===== src/rtl/led_frame_scheduler.sv =====
// Round-robin scheduler sharing one WS2812 shifter between an animation (A) and override (B) source.
// Optional macro LED_REFRESH_EN: periodically re-sends the current frame after a long idle gap.
module led_frame_scheduler #(
    parameter int NUM_LEDS       = 6,
    parameter int LATCH_CYCLES   = 2400,
    parameter int TIMEOUT_CYCLES = 400000,
    parameter int REFRESH_CYCLES = 800000,
    localparam int FRAME_W       = 24 * NUM_LEDS
) (
    input  logic               clk,
    input  logic               rst,
    input  logic               req_a,
    input  logic [FRAME_W-1:0] frame_a,
    output logic               ack_a,
    input  logic               req_b,
    input  logic [FRAME_W-1:0] frame_b,
    output logic               ack_b,
    output logic [FRAME_W-1:0] shift_frame,
    output logic               shift_start,
    input  logic               shift_done,
    output logic               busy,
    output logic               err,
    output logic [15:0]        frame_count
);

    localparam int LW = (LATCH_CYCLES > 1) ? $clog2(LATCH_CYCLES) : 1;
    localparam int TW = (TIMEOUT_CYCLES > 1) ? $clog2(TIMEOUT_CYCLES) : 1;
    localparam logic [LW-1:0] LATCH_LAST   = LW'(LATCH_CYCLES - 1);
    localparam logic [TW-1:0] TIMEOUT_LAST = TW'(TIMEOUT_CYCLES - 1);

    typedef enum logic [1:0] {
        ST_IDLE  = 2'd0,
        ST_LOAD  = 2'd1,
        ST_SHIFT = 2'd2,
        ST_LATCH = 2'd3
    } state_t;

    state_t             state_q, state_d;
    logic [FRAME_W-1:0] shift_frame_q, shift_frame_d;
    logic               ack_a_q, ack_a_d;
    logic               ack_b_q, ack_b_d;
    logic               shift_start_q, shift_start_d;
    logic               busy_q, busy_d;
    logic               err_q, err_d;
    logic [15:0]        frame_count_q, frame_count_d;
    logic               last_grant_q, last_grant_d;   // 1 = B was granted last
    logic [LW-1:0]      latch_cnt_q, latch_cnt_d;
    logic [TW-1:0]      tmo_cnt_q, tmo_cnt_d;
    logic               grant_a_s;
    logic               grant_b_s;
    logic               refresh_due_s;

    // A wins unless B also requests and A was the previous grantee.
    assign grant_a_s = req_a & (~req_b | last_grant_q);
    assign grant_b_s = req_b & ~grant_a_s;

`ifdef LED_REFRESH_EN
    localparam int RW = (REFRESH_CYCLES > 1) ? $clog2(REFRESH_CYCLES) : 1;
    localparam logic [RW-1:0] REFRESH_LAST = RW'(REFRESH_CYCLES - 1);

    logic [RW-1:0] refresh_cnt_q, refresh_cnt_d;

    assign refresh_due_s = (refresh_cnt_q == REFRESH_LAST);

    // Idle-time counter; restarts on every frame and whenever a source requests.
    always_comb begin
        refresh_cnt_d = '0;
        if ((state_q == ST_IDLE) && !(req_a || req_b)) begin
            if (refresh_due_s) begin
                refresh_cnt_d = '0;
            end else begin
                refresh_cnt_d = refresh_cnt_q + RW'(1);
            end
        end else begin
            refresh_cnt_d = '0;
        end
    end
`else
    assign refresh_due_s = 1'b0 && (REFRESH_CYCLES > 0);
`endif

    // Next-state and next-output logic for the frame sequencer.
    always_comb begin
        state_d       = state_q;
        shift_frame_d = shift_frame_q;
        ack_a_d       = 1'b0;
        ack_b_d       = 1'b0;
        shift_start_d = 1'b0;
        err_d         = err_q;
        frame_count_d = frame_count_q;
        last_grant_d  = last_grant_q;
        latch_cnt_d   = latch_cnt_q;
        tmo_cnt_d     = tmo_cnt_q;
        case (state_q)
            ST_IDLE: begin
                if (grant_a_s) begin
                    shift_frame_d = frame_a;
                    ack_a_d       = 1'b1;
                    last_grant_d  = 1'b0;
                    state_d       = ST_LOAD;
                end else if (grant_b_s) begin
                    shift_frame_d = frame_b;
                    ack_b_d       = 1'b1;
                    last_grant_d  = 1'b1;
                    state_d       = ST_LOAD;
                end else if (refresh_due_s) begin
                    state_d = ST_LOAD;
                end else begin
                    state_d = ST_IDLE;
                end
            end
            ST_LOAD: begin
                shift_start_d = 1'b1;
                tmo_cnt_d     = '0;
                state_d       = ST_SHIFT;
            end
            ST_SHIFT: begin
                if (shift_done) begin
                    frame_count_d = frame_count_q + 16'd1;
                    latch_cnt_d   = '0;
                    state_d       = ST_LATCH;
                end else if (tmo_cnt_q == TIMEOUT_LAST) begin
                    err_d       = 1'b1;
                    latch_cnt_d = '0;
                    state_d     = ST_LATCH;
                end else begin
                    tmo_cnt_d = tmo_cnt_q + TW'(1);
                end
            end
            ST_LATCH: begin
                if (latch_cnt_q == LATCH_LAST) begin
                    latch_cnt_d = '0;
                    state_d     = ST_IDLE;
                end else begin
                    latch_cnt_d = latch_cnt_q + LW'(1);
                end
            end
            default: begin
                state_d = ST_IDLE;
            end
        endcase
        busy_d = (state_d != ST_IDLE);
    end

    // State and registered outputs; reset darkens the strip and favours A on the first tie.
    always_ff @(posedge clk or negedge rst) begin
        if (!rst) begin
            state_q       <= ST_IDLE;
            shift_frame_q <= '0;
            ack_a_q       <= 1'b0;
            ack_b_q       <= 1'b0;
            shift_start_q <= 1'b0;
            busy_q        <= 1'b0;
            err_q         <= 1'b0;
            frame_count_q <= 16'd0;
            last_grant_q  <= 1'b1;
            latch_cnt_q   <= '0;
            tmo_cnt_q     <= '0;
`ifdef LED_REFRESH_EN
            refresh_cnt_q <= '0;
`endif
        end else begin
            state_q       <= state_d;
            shift_frame_q <= shift_frame_d;
            ack_a_q       <= ack_a_d;
            ack_b_q       <= ack_b_d;
            shift_start_q <= shift_start_d;
            busy_q        <= busy_d;
            err_q         <= err_d;
            frame_count_q <= frame_count_d;
            last_grant_q  <= last_grant_d;
            latch_cnt_q   <= latch_cnt_d;
            tmo_cnt_q     <= tmo_cnt_d;
`ifdef LED_REFRESH_EN
            refresh_cnt_q <= refresh_cnt_d;
`endif
        end
    end

    assign ack_a       = ack_a_q;
    assign ack_b       = ack_b_q;
    assign shift_frame = shift_frame_q;
    assign shift_start = shift_start_q;
    assign busy        = busy_q;
    assign err         = err_q;
    assign frame_count = frame_count_q;

endmodule


===== config.mk =====
export PLATFORM = sky130hd
export DESIGN_NAME = led_frame_scheduler
export DESIGN_NICKNAME = d
export VERILOG_FILES = /design/src/rtl/led_frame_scheduler.sv
export SDC_FILE = /design/constraint.sdc
export NUM_CORES = 1
export LEC_CHECK = 0
export BUFFER_PORTS_ARGS = -buffer_cell sky130_fd_sc_hd__clkbuf_2
export CAP_MARGIN = 20
export CELL_PAD_IN_SITES_DETAIL_PLACEMENT = 1
export CELL_PAD_IN_SITES_GLOBAL_PLACEMENT = 1
export CORE_AREA = 2 2 178 180
export CTS_CLUSTER_SIZE = 10
export DETAILED_ROUTE_END_ITERATION = 6
export DIE_AREA = 0 0 180 182
export GPL_ROUTABILITY_DRIVEN = 0
export PLACE_DENSITY_LB_ADDON = 0.08
export SKIP_CTS_REPAIR_TIMING = 1
export SYNTH_ARGS = -nofsm -noshare
export SYNTH_HDL_FRONTEND = slang
export SYNTH_SLANG_ARGS = --single-unit

===== constraint.sdc =====
create_clock -name clk -period 2.65 [get_ports clk]
set_clock_uncertainty 0.15 [all_clocks]
set_input_delay 0.1325 -clock clk [delete_from_list [all_inputs] [get_ports clk]]
set_output_delay 0.1325 -clock clk [all_outputs]
set_load 0.02 [all_outputs]

==> qor.yml, run 1 <==
clkLatencyLatePin_ps: 430
syn_nets: 1193
ios: 458
wire_per_inst_um: 17.9
rows: 65
worst_ep_required_time_ps: 2820
netlist_top_cells_area: "dfrtp_1 54%, mux2i_1 16%, o21ai_0 8.6%, nand2_1 7.1%, clkbuf_1 1.3%"
cts_root_buffer: "clkbuf_16"
hold_viol: 1
p_leak_nw: 8.29
firstDrtPassIters: 5
syn_area_um2: 9210
fmax_ghz: 0.393
cp_top_family: "buffers and inverters"
crit_path_frequent_cell: "dlygate4sd3_1"
grt_use_total_pct: 19.8
cap_violations: 0
cts_tree: "done"
antenna_found_initial: 0
clkSinkCount: 199
multiInputGateArea_um2: 3990
final_cells: 2047
start_kind: "input port"
clkTransAtPathRegs_ps: 90
setup_violations: 0
synth_area_leader_cell: "dfrtp_1"
routed_wl_mm: 36.6
worst_slew_pin_slew_ps: 566
ir_drop_uv: 489
start_util_pct: 29.7
hold-worst-slack_ps: -50.1
die_w_um: 180
dpl_cell_area_um2: 12100
fin_crit_sh_pct: 95.9
drc: 0
avgSynthCellArea_um2: 10.3
path_buf_inv: 6
port_buffers: 457
grt_pass1_vias: 8614
synth_commonest_cells: "198 x dfrtp_1, 174 x nand2_1, 158 x o21ai_0"
grt_pass1_wl_mm: 50.4
vias: 9573
outcome: "complete, but fails checks"
final_area_um2: 15600
critical_path_class: "in2reg"
overflow: 0
hp-class: "in2reg"
yosys_warnings: 0
num_antenna_cells: 0
maxSlewHeadroom_pct: 62.1
worst_path_largest_cell_delay_ps: 590
syn_inst: 897
violations: "negative hold slack"
chipHeight_um: 182
fin_util_pct: 50.2
power.density_nw_per_um2: 460
drive_above_1_share_pct: 32.0
die_area_um2: 32800
hpwl_mm: 25.7
postRouteAntennaNets: 0
grt_max_degree: 111
cp-end-kind: "flip-flop"
synth_ff_type: "dfrtp_1"
yosysMostFrequentCell: "dfrtp_1"
vias_per_cell: 4.68
cp_slowest_cell: "dlygate4sd3_1"
arrival_ps: 2710
fillers: 3548
finalMaxSlewViolations: 0
nets: 1928
synth_edf_count: 0
htree_levels: 4
clockBufferDepth: 2
period_needed_ps: 2540
synth_top_area_share_pct: 53.8
area_delta_synth_final_pct: 69.0
ys_async_sr_fraction_pct: 100
ys_seq_area_share_pct: 54.1
ys_seq_elements: 199
path_cells: "dlygate4sd3_1 > clkbuf_2 > inv_1 > o21ai_4 > buf_12 > buf_4 > mux2i_1 > dlygate4sd3_1 > o21ai_0"
post-place-cells: 1725
path_max_fanout: 53
seq_area_um2: 4980
core-area_um2: 31000
numCtsBuffers: 17
synth.distinct_cells: 51
drtIter0Drc: 433
## where the power goes
group	total [W]	internal [W]	switching (W)	leakage [nW]
clock	0.00259	0.00128	0.00131	0.283
sequential	0.00328	0.00314	0.000140	2.74
combinational	0.00129	0.000756	0.000531	5.27
## routing by layer
layer / global-route usage, % / share of wire, % / vias up
met3: 3.65 / 4.4 / 50
met5: 0 / 0 / -
met4: 4.42 / 2.5 / 0
met1: 25.5 / 41 / 4644
met2: 34.5 / 52 / 281
li1: - / - / 4598
## cell usage in the layout (no fill, tap or decap), types with 5 or more instances in the layout
cell           instances
or3_1                  5
dfrtp_1              198
clkbuf_2             456
xnor2_1               12
o21ai_0              158
buf_12                 9
clkbuf_16             17
nand4_1               11
mux2i_1              144
xor2_1                12
a21oi_1               11
a31oi_1                6
buf_4                 15
nor2_1                29
dlygate4sd3_1        290
inv_6                  5
and3_1                 5
o21ai_1                6
nand3_1               17
nand2_1              174
## metrics by stage
stage	power [W]	setup TNS, ps	setup slack (ps)
2_1_floorplan	0.00372	0	676
3_3_place_gp	0.00420	0	571
3_5_place_dp	0.00421	0	535
4_1_cts	0.00684	0	525
5_1_grt	0.00752	-7.13	-7.13
6_report	0.00716	0	109
## layout make-up
cell class / instances / share of cell area (%)
Clock inverter: 13 / 0.860
Clock buffer: 19 / 2.85
Multi-Input combinational cell: 639 / 25.7
Timing Repair Buffer: 771 / 35.3
Tap cell: 402 / 3.23
Sequential cell: 199 / 32.0
Inverter: 4 / 0.0965
## path summary, 6_finish.rpt
path,cells past startpoint,endpoint,slack (ps),startpoint
max in group asynchronous,3,shift_frame[107],1470,rst
hold / removal,3,shift_frame[23],-50,frame_a[23]
setup / recovery,9,shift_frame[137],110,req_b
hold reg to reg,2,shift_frame[80],330,shift_frame[80]
min in group asynchronous,2,tmo_cnt_q[6],90,rst
setup reg to reg,6,shift_frame[137],230,last_grant_q
## worst reg2reg max path: stages (launching register included)
cell and delay, ps:
dfstp_2 390, o21ai_4 190, buf_12 310, buf_4 370, mux2i_1 240, dlygate4sd3_1 590
o21ai_0 80
## flip-flops by register name (all words and copies together) (netlist names)
name	cells
state_q	2
busy	1
err	1
frame_count	16
last_grant_q	1
shift_start	1
ack_a	1
latch_cnt_q	12
tmo_cnt_q	19
ack_b	1
shift_frame	144
## cells by family after synthesis
group / Yosys count / synth area share (%)
adder cells (fa/ha/maj): 3 / 0.408
AND/OR/NAND/NOR: 267 / 13.0
XOR/XNOR: 24 / 2.28
buffers and inverters: 59 / 2.80
flip-flops: 199 / 54.1
AO/OA/AOI/OAI: 201 / 11.8
multiplexers: 144 / 15.7
No activity file was read; power rests on OpenSTA's default activity.
==> run 2: changes to the inputs <==
--- a/config.mk
+++ b/config.mk
@@ -14,7 +14,8 @@
 export DETAILED_ROUTE_END_ITERATION = 6
 export DIE_AREA = 0 0 180 182
 export GPL_ROUTABILITY_DRIVEN = 0
-export PLACE_DENSITY_LB_ADDON = 0.08
+export PLACE_DENSITY_LB_ADDON = 0.1
+export RECOVER_POWER = 100
 export SKIP_CTS_REPAIR_TIMING = 1
 export SYNTH_ARGS = -nofsm -noshare
 export SYNTH_HDL_FRONTEND = slang
==> qor.yml, run 2 (synthesized netlist as in run 1, its figures left out) <==
outcome: "complete, but fails checks"
violations: "max-capacitance violations, max-slew violations"
start_kind: "input port"
vias: 9546
overflow: 0
critical_path_class: "in2reg"
path_cells: "dlygate4sd3_1 > clkbuf_2 > inv_1 > o21ai_4 > buf_12 > buf_4 > mux2i_1 > dlygate4sd3_1 > o21ai_0"
hpwl_mm: 25.4
rsz0062_at_grt: "no"
setup_violations: 0
worst_path_largest_cell_delay_ps: 580
drtIter0Drc: 447
p_sw_w: 0.00193
grt_max_degree: 141
maxSlewHeadroom_pct: -27.5
cts_root_buffer: "clkbuf_16"
final_cells: 2044
arrival_ps: 2670
drive_above_1_share_pct: 21.4
intPower_w: 0.00533
path_max_fanout: 63
fmax_ghz: 0.399
largest_reg_flops: 144
final_area_um2: 15300
period_needed_ps: 2510
finalPower_w: 0.00726
final_cell_mix: "294 x clkbuf_2, 291 x dlygate4sd3_1, 198 x dfrtp_1, 174 x nand2_1, 167 x clkbuf_1"
finalMaxSlewViolations: 70
ios: 458
fin_util_pct: 49.3
cp-end-kind: "flip-flop"
chipHeight_um: 182
worst_ep_required_time_ps: 2810
seq_power_share_pct: 45.2
clkPwrFrac_pct: 37.1
firstDrtPassIters: 4
antenna_found_initial: 0
rows: 65
grt_pass1_vias: 8339
dpl_cell_area_um2: 12000
clkSinkCount: 199
clkLatencyLatePin_ps: 430
die_w_um: 180
vias_per_cell: 4.67
clockBufferDepth: 2
p_comb_share_pct: 17.7
worst_slew_pin_slew_ps: 1910
die_area_um2: 32800
final_common_cell: "clkbuf_2"
p_leak_nw: 7.68
crit_path_frequent_cell: "dlygate4sd3_1"
hp-class: "in2reg"
postRouteAntennaNets: 0
port_buffers: 457
clkTransAtPathRegs_ps: 80
numCtsBuffers: 17
nets: 1925
power.density_nw_per_um2: 475
wire_per_inst_um: 18.1
fin_crit_sh_pct: 94.6
area_delta_synth_final_pct: 65.8
cp_slowest_cell: "dlygate4sd3_1"
post-place-cells: 1721
hold_viol: 0
p_sw_share_pct: 26.6
core-area_um2: 31000
num_antenna_cells: 0
htree_levels: 4
cap_violations: 1
drc: 0
routed_wl_mm: 37.0
start_util_pct: 29.7
cts_tree: "done"
grt_pass1_wl_mm: 48.5
ir_drop_uv: 430
grt_use_total_pct: 19.3
setup-tns-final_ps: 0
run 2: cell count changes in the layout (fill, tap and decap cells not counted), moves of 2 or more:
cell	before	now
clkinv_4	4	1
clkinv_8	2	0
clkbuf_1	1	167
clkinvlp_4	0	2
o21ai_1	6	0
clkinv_2	0	2
clkbuf_2	456	294
buf_4	15	9
bufinv_16	0	2
o21ai_0	158	164
buf_12	9	5
run 2: metrics by stage:
step	hold WS (ps)	setup WS (ps)
floorplan	-313	676
global placement	0.161	583
detailed placement	-4.31	524
CTS	-484	502
global route	135	14.7
finish	114	144
run 2: critical path, delay by kind of cell:
kind            cells  cell delay (ps)
compound gates      2              280
buf+inv             6             1950
mux                 1              220
run 2: final timing paths:
kind | from | endpoint | slack [ps] | cells after the start
worst min register to register | shift_frame[102] | shift_frame[102] | 330 | 2
min in group asynchronous | rst | tmo_cnt_q[12] | 600 | 2
worst min-delay path | frame_a[78] | shift_frame[78] | 110 | 4
worst max register to register | state_q[0] | tmo_cnt_q[9] | 230 | 5
max in group asynchronous | rst | frame_count[14] | 390 | 3
worst max-delay path | req_b | shift_frame[110] | 140 | 9
run 2: power by group through the flow:
stage | registers (W) | logic, W | clock network [W]
2_1_floorplan | 0.00334 | 0.000388 | 0
3_3_place_gp | 0.00333 | 0.000869 | 0
3_5_place_dp | 0.00334 | 0.000882 | 0
4_1_cts | 0.00328 | 0.000885 | 0.00278
5_1_grt | 0.00331 | 0.00141 | 0.00290
6_report | 0.00328 | 0.00128 | 0.00269
run 2: cell type report:
type / count / area, µm²
fill: 3644 / 15700
timing repair buffer: 768 / 5200
sequential: 199 / 4980
multi-input combinational: 639 / 3970
tap: 402 / 503
clock buffer: 18 / 439
clock inverter: 14 / 160
inverter: 4 / 15.0
run 2: per-layer routing:
layer	track usage, %	wire length (µm)	up-vias
met4	5.01	915	0
met1	24.2	15000	4615
li1	-	-	4594
met5	0	0	-
met3	4.05	1720	52
met2	33.7	19400	285
